**src/rtl/common.sv**
```systemverilog
// ============================================================================
//  Module   : common (package)
//  Brief    : Shared types for the 64-bit pipeline: operand width, memory op
//             codes, bus access sizes, memory-stage state encoding and the
//             op classification helpers used by the memory-access stage.
//  Revision : 1.0  initial release
// ============================================================================
`default_nettype none

package common;

  typedef logic [63:0] u64;

  // Operation presented to the memory stage; OP_NOP/OP_ALU never touch the bus.
  typedef enum logic [3:0] {
    OP_NOP = 4'd0,
    OP_ALU = 4'd1,
    OP_LB  = 4'd2,
    OP_LH  = 4'd3,
    OP_LW  = 4'd4,
    OP_LD  = 4'd5,
    OP_LBU = 4'd6,
    OP_LHU = 4'd7,
    OP_LWU = 4'd8,
    OP_SB  = 4'd9,
    OP_SH  = 4'd10,
    OP_SW  = 4'd11,
    OP_SD  = 4'd12
  } op_t;

  // Bus access size, encoded as log2(bytes).
  typedef logic [2:0] msize_t;
  localparam msize_t MSIZE1 = 3'd0;
  localparam msize_t MSIZE2 = 3'd1;
  localparam msize_t MSIZE4 = 3'd2;
  localparam msize_t MSIZE8 = 3'd3;

  typedef enum logic [1:0] {
    ST_IDLE = 2'd0,
    ST_REQ  = 2'd1,
    ST_DONE = 2'd2
  } mem_state_t;

  // True for any load or store.
  function automatic logic op_is_mem(op_t op);
    logic r;
    r = 1'b0;
    case (op)
      OP_LB, OP_LH, OP_LW, OP_LD, OP_LBU, OP_LHU, OP_LWU,
      OP_SB, OP_SH, OP_SW, OP_SD: r = 1'b1;
      default:                    r = 1'b0;
    endcase
    return r;
  endfunction

  // Access size of a memory op; non-memory ops report the 1-byte code.
  function automatic msize_t op_size(op_t op);
    msize_t r;
    r = MSIZE1;
    case (op)
      OP_LH, OP_LHU, OP_SH: r = MSIZE2;
      OP_LW, OP_LWU, OP_SW: r = MSIZE4;
      OP_LD, OP_SD:         r = MSIZE8;
      default:              r = MSIZE1;
    endcase
    return r;
  endfunction

  // Natural alignment check on the low address bits; byte ops never fault.
  function automatic logic op_misaligned(op_t op, logic [2:0] a);
    logic r;
    r = 1'b0;
    case (op)
      OP_LH, OP_LHU, OP_SH: r = a[0];
      OP_LW, OP_LWU, OP_SW: r = |a[1:0];
      OP_LD, OP_SD:         r = |a;
      default:              r = 1'b0;
    endcase
    return r;
  endfunction

endpackage

`default_nettype wire

```
**src/rtl/mem_align.sv**
```systemverilog
// ============================================================================
//  Module   : mem_align
//  Brief    : Combinational lane steering for the memory stage. Produces the
//             bus size, write strobes and shifted store data for an op, and
//             the aligned, sign/zero-extended result of a load.
//  Revision : 1.0  initial release
// ============================================================================
`default_nettype none

module mem_align
  import common::*;
(
  input  op_t         op,
  input  logic [2:0]  addr_lo,
  input  logic [63:0] wdata,
  input  logic [63:0] rdata,
  output logic [2:0]  size,
  output logic [7:0]  strobe,
  output logic [63:0] sdata,
  output logic [63:0] ldata,
  output logic        misalign
);

  logic [5:0]  w_shamt;
  logic [63:0] w_sh;

  assign w_shamt = {addr_lo, 3'b000};
  assign w_sh    = rdata >> w_shamt;

  // Size, alignment, strobes and store-lane shift.
  always_comb begin
    size     = op_size(op);
    misalign = op_misaligned(op, addr_lo);
    sdata    = wdata << w_shamt;
    strobe   = 8'h00;
    case (op)
      OP_SB:   strobe = 8'h01 << addr_lo;
      OP_SH:   strobe = 8'h03 << addr_lo;
      OP_SW:   strobe = 8'h0F << addr_lo;
      OP_SD:   strobe = 8'hFF;
      default: strobe = 8'h00;
    endcase
  end

  // Load result extension; anything that is not a load yields zero.
  always_comb begin
    ldata = 64'd0;
    case (op)
      OP_LB:   ldata = {{56{w_sh[7]}},  w_sh[7:0]};
      OP_LH:   ldata = {{48{w_sh[15]}}, w_sh[15:0]};
      OP_LW:   ldata = {{32{w_sh[31]}}, w_sh[31:0]};
      OP_LD:   ldata = w_sh;
      OP_LBU:  ldata = {56'd0, w_sh[7:0]};
      OP_LHU:  ldata = {48'd0, w_sh[15:0]};
      OP_LWU:  ldata = {32'd0, w_sh[31:0]};
      default: ldata = 64'd0;
    endcase
  end

endmodule

`default_nettype wire

```
**src/rtl/mem_access.sv**
```systemverilog
// ============================================================================
//  Module   : mem_access
//  Brief    : Memory-access pipeline stage. Accepts one op from execute, runs
//             it over the data bus with a valid/data_ok handshake, and holds
//             the aligned/extended result for writeback under valid/ready.
//             At most one transaction is in flight.
//  Revision : 1.0  initial release
// ============================================================================
`default_nettype none

module mem_access
  import common::*;
(
  input  logic        clk,
  input  logic        resetn,
  input  logic        in_valid,
  output logic        in_ready,
  input  op_t         in_op,
  input  logic [63:0] in_addr,
  input  logic [63:0] in_wdata,
  output logic        out_valid,
  input  logic        out_ready,
  output op_t         out_op,
  output logic [63:0] mem_rdata,
  output logic        misalign,
  output logic        dreq_valid,
  output logic [63:0] dreq_addr,
  output logic [2:0]  dreq_size,
  output logic [7:0]  dreq_strobe,
  output logic [63:0] dreq_data,
  input  logic        dresp_data_ok,
  input  logic [63:0] dresp_data
);

  mem_state_t  r_state;
  mem_state_t  w_next;

  op_t         r_op;
  logic [63:0] r_addr;
  logic [2:0]  r_size;
  logic [7:0]  r_strobe;
  logic [63:0] r_sdata;
  logic [63:0] r_rdata;
  logic        r_misalign;

  // The aligner sees the incoming op while idle (to register bus fields and
  // decide alignment at accept) and the latched op afterwards (to extend the
  // returning load data). Every output below is registered or state-decoded,
  // so no input reaches an output combinationally.
  op_t         w_a_op;
  logic [2:0]  w_a_lo;
  logic [2:0]  w_size;
  logic [7:0]  w_strobe;
  logic [63:0] w_sdata;
  logic [63:0] w_ldata;
  logic        w_misalign;
  logic        w_accept;
  logic        w_capture;

  assign w_a_op    = (r_state == ST_IDLE) ? in_op        : r_op;
  assign w_a_lo    = (r_state == ST_IDLE) ? in_addr[2:0] : r_addr[2:0];
  assign w_accept  = (r_state == ST_IDLE) && in_valid;
  assign w_capture = (r_state == ST_REQ)  && dresp_data_ok;

  mem_align u_align (
    .op       (w_a_op),
    .addr_lo  (w_a_lo),
    .wdata    (in_wdata),
    .rdata    (dresp_data),
    .size     (w_size),
    .strobe   (w_strobe),
    .sdata    (w_sdata),
    .ldata    (w_ldata),
    .misalign (w_misalign)
  );

  // State register; reset abandons any outstanding request.
  always_ff @(posedge clk) begin
    if (!resetn) r_state <= ST_IDLE;
    else         r_state <= w_next;
  end

  // Next-state and handshake decode, driven from state only.
  always_comb begin
    w_next     = r_state;
    in_ready   = 1'b0;
    out_valid  = 1'b0;
    dreq_valid = 1'b0;
    case (r_state)
      ST_IDLE: begin
        in_ready = 1'b1;
        if (in_valid) begin
          if (op_is_mem(in_op) && !w_misalign) w_next = ST_REQ;
          else                                 w_next = ST_DONE;
        end
      end
      ST_REQ: begin
        dreq_valid = 1'b1;
        if (dresp_data_ok) w_next = ST_DONE;
      end
      ST_DONE: begin
        out_valid = 1'b1;
        if (out_ready) w_next = ST_IDLE;
      end
      default: w_next = ST_IDLE;
    endcase
  end

  // Latch the op and bus fields at accept; capture load data on completion.
  always_ff @(posedge clk) begin
    if (!resetn) begin
      r_op       <= OP_NOP;
      r_addr     <= 64'd0;
      r_size     <= 3'd0;
      r_strobe   <= 8'd0;
      r_sdata    <= 64'd0;
      r_rdata    <= 64'd0;
      r_misalign <= 1'b0;
    end else if (w_accept) begin
      r_op       <= in_op;
      r_addr     <= in_addr;
      r_size     <= w_size;
      r_strobe   <= w_strobe;
      r_sdata    <= w_sdata;
      r_rdata    <= 64'd0;
      r_misalign <= w_misalign;
    end else if (w_capture) begin
      r_rdata    <= w_ldata;
    end
  end

  assign out_op      = r_op;
  assign mem_rdata   = r_rdata;
  assign misalign    = r_misalign;
  assign dreq_addr   = r_addr;
  assign dreq_size   = r_size;
  assign dreq_strobe = r_strobe;
  assign dreq_data   = r_sdata;

endmodule

`default_nettype wire

```
**config.mk**
```make
export PLATFORM = sky130hd
export DESIGN_NAME = mem_access
export DESIGN_NICKNAME = d
export VERILOG_FILES = /design/src/rtl/common.sv /design/src/rtl/mem_align.sv /design/src/rtl/mem_access.sv
export SDC_FILE = /design/constraint.sdc
export NUM_CORES = 1
export LEC_CHECK = 0
export ABC_AREA = 0
export BUFFER_PORTS_ARGS = -buffer_cell sky130_fd_sc_hd__buf_2
export CAP_MARGIN = 20
export CELL_PAD_IN_SITES_DETAIL_PLACEMENT = 0
export CELL_PAD_IN_SITES_GLOBAL_PLACEMENT = 1
export CORE_UTILIZATION = 33
export DETAILED_ROUTE_END_ITERATION = 7
export PLACE_DENSITY = 0.78
export SLEW_MARGIN = 10
export SYNTH_ARGS = -nofsm -noshare
export SYNTH_HDL_FRONTEND = slang
export SYNTH_SLANG_ARGS = --single-unit
```
**constraint.sdc**
```tcl
create_clock -name clk -period 3.3 [get_ports clk]
set_clock_uncertainty 0.2 [all_clocks]
set_input_delay 0.165 -clock clk [delete_from_list [all_inputs] [get_ports clk]]
set_output_delay 0.165 -clock clk [all_outputs]
set_load 0.02 [all_outputs]
```
======== Word-level counts from Yosys, hierarchy flattened ========
Memory sizes are Yosys's and may differ from the RTL's. A register that Yosys moved wholly into a read port is not among the register bits.
Index checks and enable logic that the tools add are counted.
storage, ports and cells
  register bits after elaboration ......... 210
  bits in read-only memories .............. 48
  input bits .............................. 201
  output and inout bits ................... 211
  memories ................................ 2
operators by class
  equal/unequal tests ..................... 16
  shift-type cells ........................ 5
  multiplexer cells ....................... 15
  bitwise gates (word level) .............. 1
  reductions and logical operators ........ 13
memory list
  name             words  bits a word  rd ports  clocked after memory_dff  wr ports  RTL line      source
  (no name shown)  16     2            1         1                         0         common.sv:60  case (op)
  (no name shown)  16     1            1         0                         0         common.sv:48  case (op)
operators by type and width
  operator                                         count
  case mux 64 bit (7 select lines)                 1
  left shift 64 x 6 -> 64 bit                      1
  right shift 64 x 6 -> 64 bit                     1
  case mux 8 bit (4 select lines)                  1
  == test 4 bit, second input constant             5
  == test 4 x 3 -> 1 bit, second input constant    4
  OR reduction 3 bit                               3
  == test 4 x 2 -> 1 bit, second input constant    2
  two-way mux 2 bit                                4
  left shift 1 x 3 -> 8 bit, first input constant  1
  left shift 2 x 3 -> 8 bit, first input constant  1
  left shift 4 x 3 -> 8 bit, first input constant  1
  inequality test 2 bit, second input constant     3
  case mux 2 bit (3 select lines)                  1
  OR reduction 2 bit                               3
  two-way mux 1 bit                                5
  two-way mux 4 bit                                1
  logical AND 1 bit                                3
  two-way mux 3 bit                                1
  case mux 1 bit (3 select lines)                  1
  AND reduction 3 bit                              1
  == test 2 x 1 -> 1 bit, second input constant    1
  == test 2 bit, second input constant             1
  zero test 1 bit                                  2
  other kinds (2)                                  2

======== Longest topological paths before layout ========
  depth in word-level cells ............... 10
  mapped depth ............................ 13

======== Hierarchy ========
A second synthesis with hierarchy kept.
unflattened totals
  cells, all modules ...................... 1,526
  area, all modules ....................... 12,172.9 um2
modules (own cells, without submodules)
  module      instances  cells an instance  area each (um2)  sequential area each (um2)
  mem_access  1          930                7,767.4          4,204.0
  mem_align   1          596                4,405.5          0.0

======== Least setup slack after synthesis ========
OpenSTA, ideal clock, no wires.
  kind .................................... flip-flop to flip-flop
  start point ............................. reg r_state[1]
  end point ............................... reg r_rdata[53] (netlist: mem_rdata[53])
  arrival ................................. 2.844 ns
  data required time ...................... 2.975 ns
  setup slack ............................. 0.131 ns
  stages on the path, launching flop included .. 13
  path buffers ............................ 3
  period minus slack after synthesis ...... 3.169 ns
  cell sequence ........................... dfxtp_1 -> nor2_2 -> buf_4 -> mux2i_1 -> inv_1 -> ha_1 -> or2_2 -> o221ai_4 -> nor2_1 -> buf_2 -> o21ai_2 -> buf_4 -> nand3_1
between the ends
  longest elaborated chain between the ends .. 4
  elaborated cells between the ends (all ways) .. 16
  classes of those cells .................. 8 x eq/ne; 1 x shift; 3 x mux; 4 x reduce/logical
RTL lines
  what                                                           RTL line                                              source
  from (decl)                                                    mem_access.sv:35                                      mem_state_t r_state;
  from (signal assigned)                                         mem_access.sv:80                                      else r_state <= w_next;
  zero test 2 bit                                                mem_access.sv:60, mem_access.sv:61, mem_access.sv:62
  two-way mux 3 bit / two-way mux 4 bit (equally long branches)  mem_access.sv:61, mem_access.sv:60
  right shift 64 x 6 -> 64 bit (tied with other cells)           mem_align.sv:28                                       assign w_sh = rdata >> w_shamt;
  case mux 64 bit (7 select lines)                               mem_align.sv:48                                       case (op)
  to (signal assigned)                                           mem_access.sv:128                                     r_rdata <= w_ldata;
  to (decl)                                                      mem_access.sv:43                                      logic [63:0] r_rdata;
Parallel ways exist; a longest one is shown, timed or not.
A chain may end at the register's enable or synchronous reset.

======== Worst setup path after layout ========
  start point ............................. reg r_state[1]
  end point ............................... reg r_sdata[51] (netlist: dreq_data[51])
between the ends
  longest elaborated chain between the ends .. 3
  elaborated cells between the ends (all ways) .. 4
  classes of those cells .................. 1 x shift; 1 x mux; 2 x reduce/logical
RTL lines
  what                         RTL line                            source
  zero test 2 bit (*)          mem_access.sv:61, mem_access.sv:62
  two-way mux 3 bit            mem_access.sv:61                    assign w_a_lo = (r_state == ST_IDLE) ? in_addr[2:0] : r_addr[2:0];
  left shift 64 x 6 -> 64 bit  mem_align.sv:34                     sdata = wdata << w_shamt;
  to (signal assigned)         mem_access.sv:124                   r_sdata <= w_sdata;
  to (decl)                    mem_access.sv:42                    logic [63:0] r_sdata;
Mark *: on every way between the ends. The rest lies on a longest branch, timed or not.

==> insert_results.sql <==
INSERT INTO impl_metrics (metric_group, metric, value, unit) VALUES
('die', 'core.rowCount', '66', ''),
('die', 'i_o_pin_total', '412', ''),
('synth', 'synthFlopType', 'dfxtp_1', ''),
('synth', 'synth_compound_gate_area_share', '0.274', ''),
('place', 'port_buffers', '410', ''),
('place', 'hpwlAfterDp', '33100', 'um'),
('die', 'dieHeight', '185', 'um'),
('sta', 'grt_setup_unrepaired', 'no', ''),
('clock_tree', 'clock-root-buffer', 'clkbuf_16', ''),
('synth', 'synth_enable_flop_cells', '0', ''),
('clock_tree', 'clock_latency_late_sink', '540', 'ps'),
('clock_tree', 'cts_bufs_inserted', '26', ''),
('synth', 'synthCells', '1288', ''),
('run', 'max-cap-violations', '0', ''),
('status', 'run_status', 'completed', ''),
('global_route', 'global_routing_usage_summed_across_all_routing_layers', '0.264', ''),
('clock_tree', 'tritoncts', 'done', ''),
('sta', 'relSlewSlack', '0.415', ''),
('drt', 'wl', '46800', 'um'),
('sta', 'slew_violations', '0', ''),
('sta', 'period_share', '0.950', ''),
('global_route', 'grt_first_pass_wirelength', '70400', 'um'),
('synth', 'flip_flop_and_latch_count_after_synthesis', '209', ''),
('clock_tree', 'clk_pin_slew', '60', 'ps'),
('clock_tree', 'cts_num_sinks', '209', ''),
('drt', 'average_wire_per_standard_cell', '20.3', 'um'),
('die', 'die_extent_in_x', '185', 'um'),
('synth', 'synth_seq_area_share', '0.378', ''),
('sta', 'worst_pin_slew', '870', 'ps'),
('synth', 'yosys-mux-area-fraction', '0.135', ''),
('critical_path', 'criticalPathCategory', 'flip-flop to flip-flop', ''),
('drt', 'post_route_drc_violation_count', '0', ''),
('drt', 'drt_pass1_iterations', '7', ''),
('synth', 'fraction_of_synthesized_cell_area_in_xor_and_xnor_cells', '0', ''),
('place', 'gp_routability_congestion', '0.912', ''),
('sta', 'timing_hold_violations_final', '0', ''),
('finish', 'fill_cells', '3138', ''),
('drt', 'via_per_inst', '5.44', ''),
('critical_path', 'critPathCaptureType', 'flip-flop', ''),
('critical_path', 'crit_fanout', '42', ''),
('sta', 'fmaxAchievable', '319', 'MHz'),
('synth', 'synth_simple_gate_area_frac', '0.157', ''),
('sta', 'final.setup.tns', '0', 'ps'),
('sta', 'finalHoldWorstSlack', '12.0', 'ps'),
('global_route', 'grt-ovfl-total', '0', ''),
('synth', 'synth.avg_cell_area', '8.59', 'um^2'),
('synth', 'synth_area', '11100', 'um^2'),
('power', 'cellPowerDensity', '611', 'nW/um^2'),
('power', 'power_leakage', '7.43', 'nW'),
('clock_tree', 'h-tree-depth', '1', ''),
('power', 'irDropWorstVdd', '0.000406', 'V'),
('global_route', 'grt_start_max_net_pins', '80', ''),
('sta', 'setup_viol', '0', ''),
('synth', 'synth_adder_area_share', '0.00452', ''),
('synth', 'synthesis.nets', '1493', ''),
('critical_path', 'crit_path_start_kind', 'flip-flop', ''),
('finish', 'final_layout_size_suffix_gt1_frac', '0.303', ''),
('drt', 'drt_iter0_drc', '1101', ''),
('critical_path', 'worst-endpoint-required', '3550', 'ps'),
('clock_tree', 'cts_buffer_depth', '3', ''),
('synth', 'yosys.cell_types.count', '74', ''),
('global_route', 'grt_pass1_vias', '12295', ''),
('die', 'area_of_the_core', '32800', 'um^2'),
('finish', 'syn_to_final_growth', '48.4', '%'),
('synth', 'yosysWarningCount', '0', ''),
('die', 'floorplan.initialDensity', '0.338', ''),
('die', 'dieArea', '34300', 'um^2'),
('synth', 'combinational_family_with_the_most_area_after_synthesis', 'compound AO/OA/AOI/OAI gates', ''),
('worst_hold_path', 'hp-class', 'input pin to flip-flop', ''),
('sta', 'layout_min_cycle_time', '3140', 'ps'),
('drt', 'number_of_nets_with_antenna_violations_after_detailed_routing', '0', ''),
('finish', 'num-nets-final', '2049', ''),
('drt', 'vias', '12554', ''),
('global_route', 'number_of_antenna_violations_at_the_first_check_in_global_routing', '2', ''),
('synth', 'asyncSetResetFlopFracSynth', '0', ''),
('critical_path', 'critPathArrivalTime', '3390', 'ps');
## path summary, 6_finish.rpt
kind                 startpoint       endpoint  slack (ps)  depth (start not counted)
setup / recovery     r_state[1]  dreq_data[51]         160                         10
hold / removal     in_wdata[57]  dreq_data[57]          10                          4
setup reg to reg     r_state[1]  dreq_data[51]         160                         10
hold reg to reg   dreq_data[15]  dreq_data[15]         250                          2
## cells by family after synthesis
| logic type | after synthesis |
|---|---|
| flip-flops | 209 |
| multiplexers | 126 |
| other | 1 |
| AO/OA/AOI/OAI | 419 |
| adder cells (fa/ha/maj) | 4 |
| AND/OR/NAND/NOR | 406 |
| buffers and inverters | 123 |
## synth_stat cells, types with 3 or more instances
library cell,instances,area [um^2]
a221oi_1,25,219
a221o_1,3,30.0
nand3_1,30,150
a22oi_1,13,97.6
buf_4,8,60.1
o221a_2,8,90.1
and2_1,4,25.0
a32o_1,8,80.1
nor2_1,47,176
inv_1,5,18.8
or4b_1,3,30.0
a22o_1,17,149
o2bb2ai_1,14,123
dfxtp_1,209,4180
a211o_1,10,87.6
a31oi_1,13,81.3
buf_2,39,195
a32oi_1,6,52.6
nand2b_1,3,18.8
nor2b_1,5,31.3
a21boi_0,70,526
o21ai_2,4,35.0
a21oi_1,75,375
o221ai_1,11,96.3
and3_1,21,131
ha_1,4,50.1
o211ai_1,20,150
nand2_1,268,1010
mux2i_1,106,1060
mux4_2,18,405
o22ai_1,5,31.3
o21a_1,9,67.6
nor3_1,8,40.0
clkbuf_1,64,240
buf_6,4,45.0
or2_2,3,18.8
a211oi_1,14,105
o21ai_0,67,335
a2bb2oi_1,8,70.1
## area by class of cell
class | instances | area [um^2] | area share
multi-input combinational | 956 | 6390 | 0.389
timing repair buffer | 645 | 4330 | 0.264
sequential | 209 | 4180 | 0.255
clock buffer | 38 | 787 | 0.0479
tap | 442 | 553 | 0.0337
clock inverter | 9 | 143 | 0.00869
inverter | 6 | 22.5 | 0.00137
antenna | 2 | 5.00 | 0.000305
## metal layers
metal  GRT usage  wire [um]  up-vias
li1            -          -     5837
met1       0.343      19700     5967
met2       0.430      21400      650
met3      0.0531       4080      100
met4      0.0992       1640        0
met5           0          0        -
## critical path: stages, from the launching register on
cell and delay, ps:
dfxtp_1 320, buf_4 170, o21ai_0 230, buf_4 230, and2_4 240, buf_12 270
nand2_1 100, and3_1 220, a211o_1 290, dlygate4sd3_1 580, a31oi_1 170
## flip-flops by register name, indices dropped and copies added, names as in the netlist
signal / flops
r_state: 2
misalign: 1
mem_rdata: 64
out_op: 4
dreq_size: 2
dreq_strobe: 8
dreq_data: 64
dreq_addr: 64
## power breakdown
group	total, mW	internal, mW	leakage (nW)	switching (mW)
sequential	2.92	2.78	1.71	0.143
clock	3.09	1.89	0.449	1.19
combinational	4.02	1.58	5.27	2.45
total	10.0	6.25	7.43	3.78
## what timing repair did
action | in CTS | in global routing
hold buffers | 184 | 0
setup buffers | 0 | 2
gates resized for setup | 0 | 10
endpoints found under the hold margin | 171 | 0
endpoints found under the setup margin | 0 | 37
## metrics by stage
stage	power, mW	area [um^2]	util	setup slack (ps)	std cells
2_1_floorplan	5.38	11100	-	131	1288
3_3_place_gp	6.59	13600	0.414	162	2072
3_5_place_dp	6.62	13600	0.414	2.34	2072
4_1_cts	9.99	16400	0.499	13.7	2303
5_1_grt	10.5	16400	0.501	0.441	2307
6_report	10.0	16400	0.501	164	2307
## cell usage in the layout, fill, tap and decap left out, drive strengths merged, types with 10 or more instances in the layout
cell         synthesis  final
dlygate4sd3          0    184
o221ai              12     12
clkbuf              65     38
nand2              269    269
a22oi               13     13
and3                21     21
mux2i              106    106
a21boi              71     71
a31oi               15     15
buf                 52    461
o21ai               72     72
dfxtp              209    209
a221oi              25     25
nand3               31     31
a211oi              15     15
mux4                18     18
o211ai              21     21
a211o               10     10
a21oi               76     76
nor2                48     48
o2bb2ai             14     14
a22o                17     17
(Power assumes the default switching activity.)
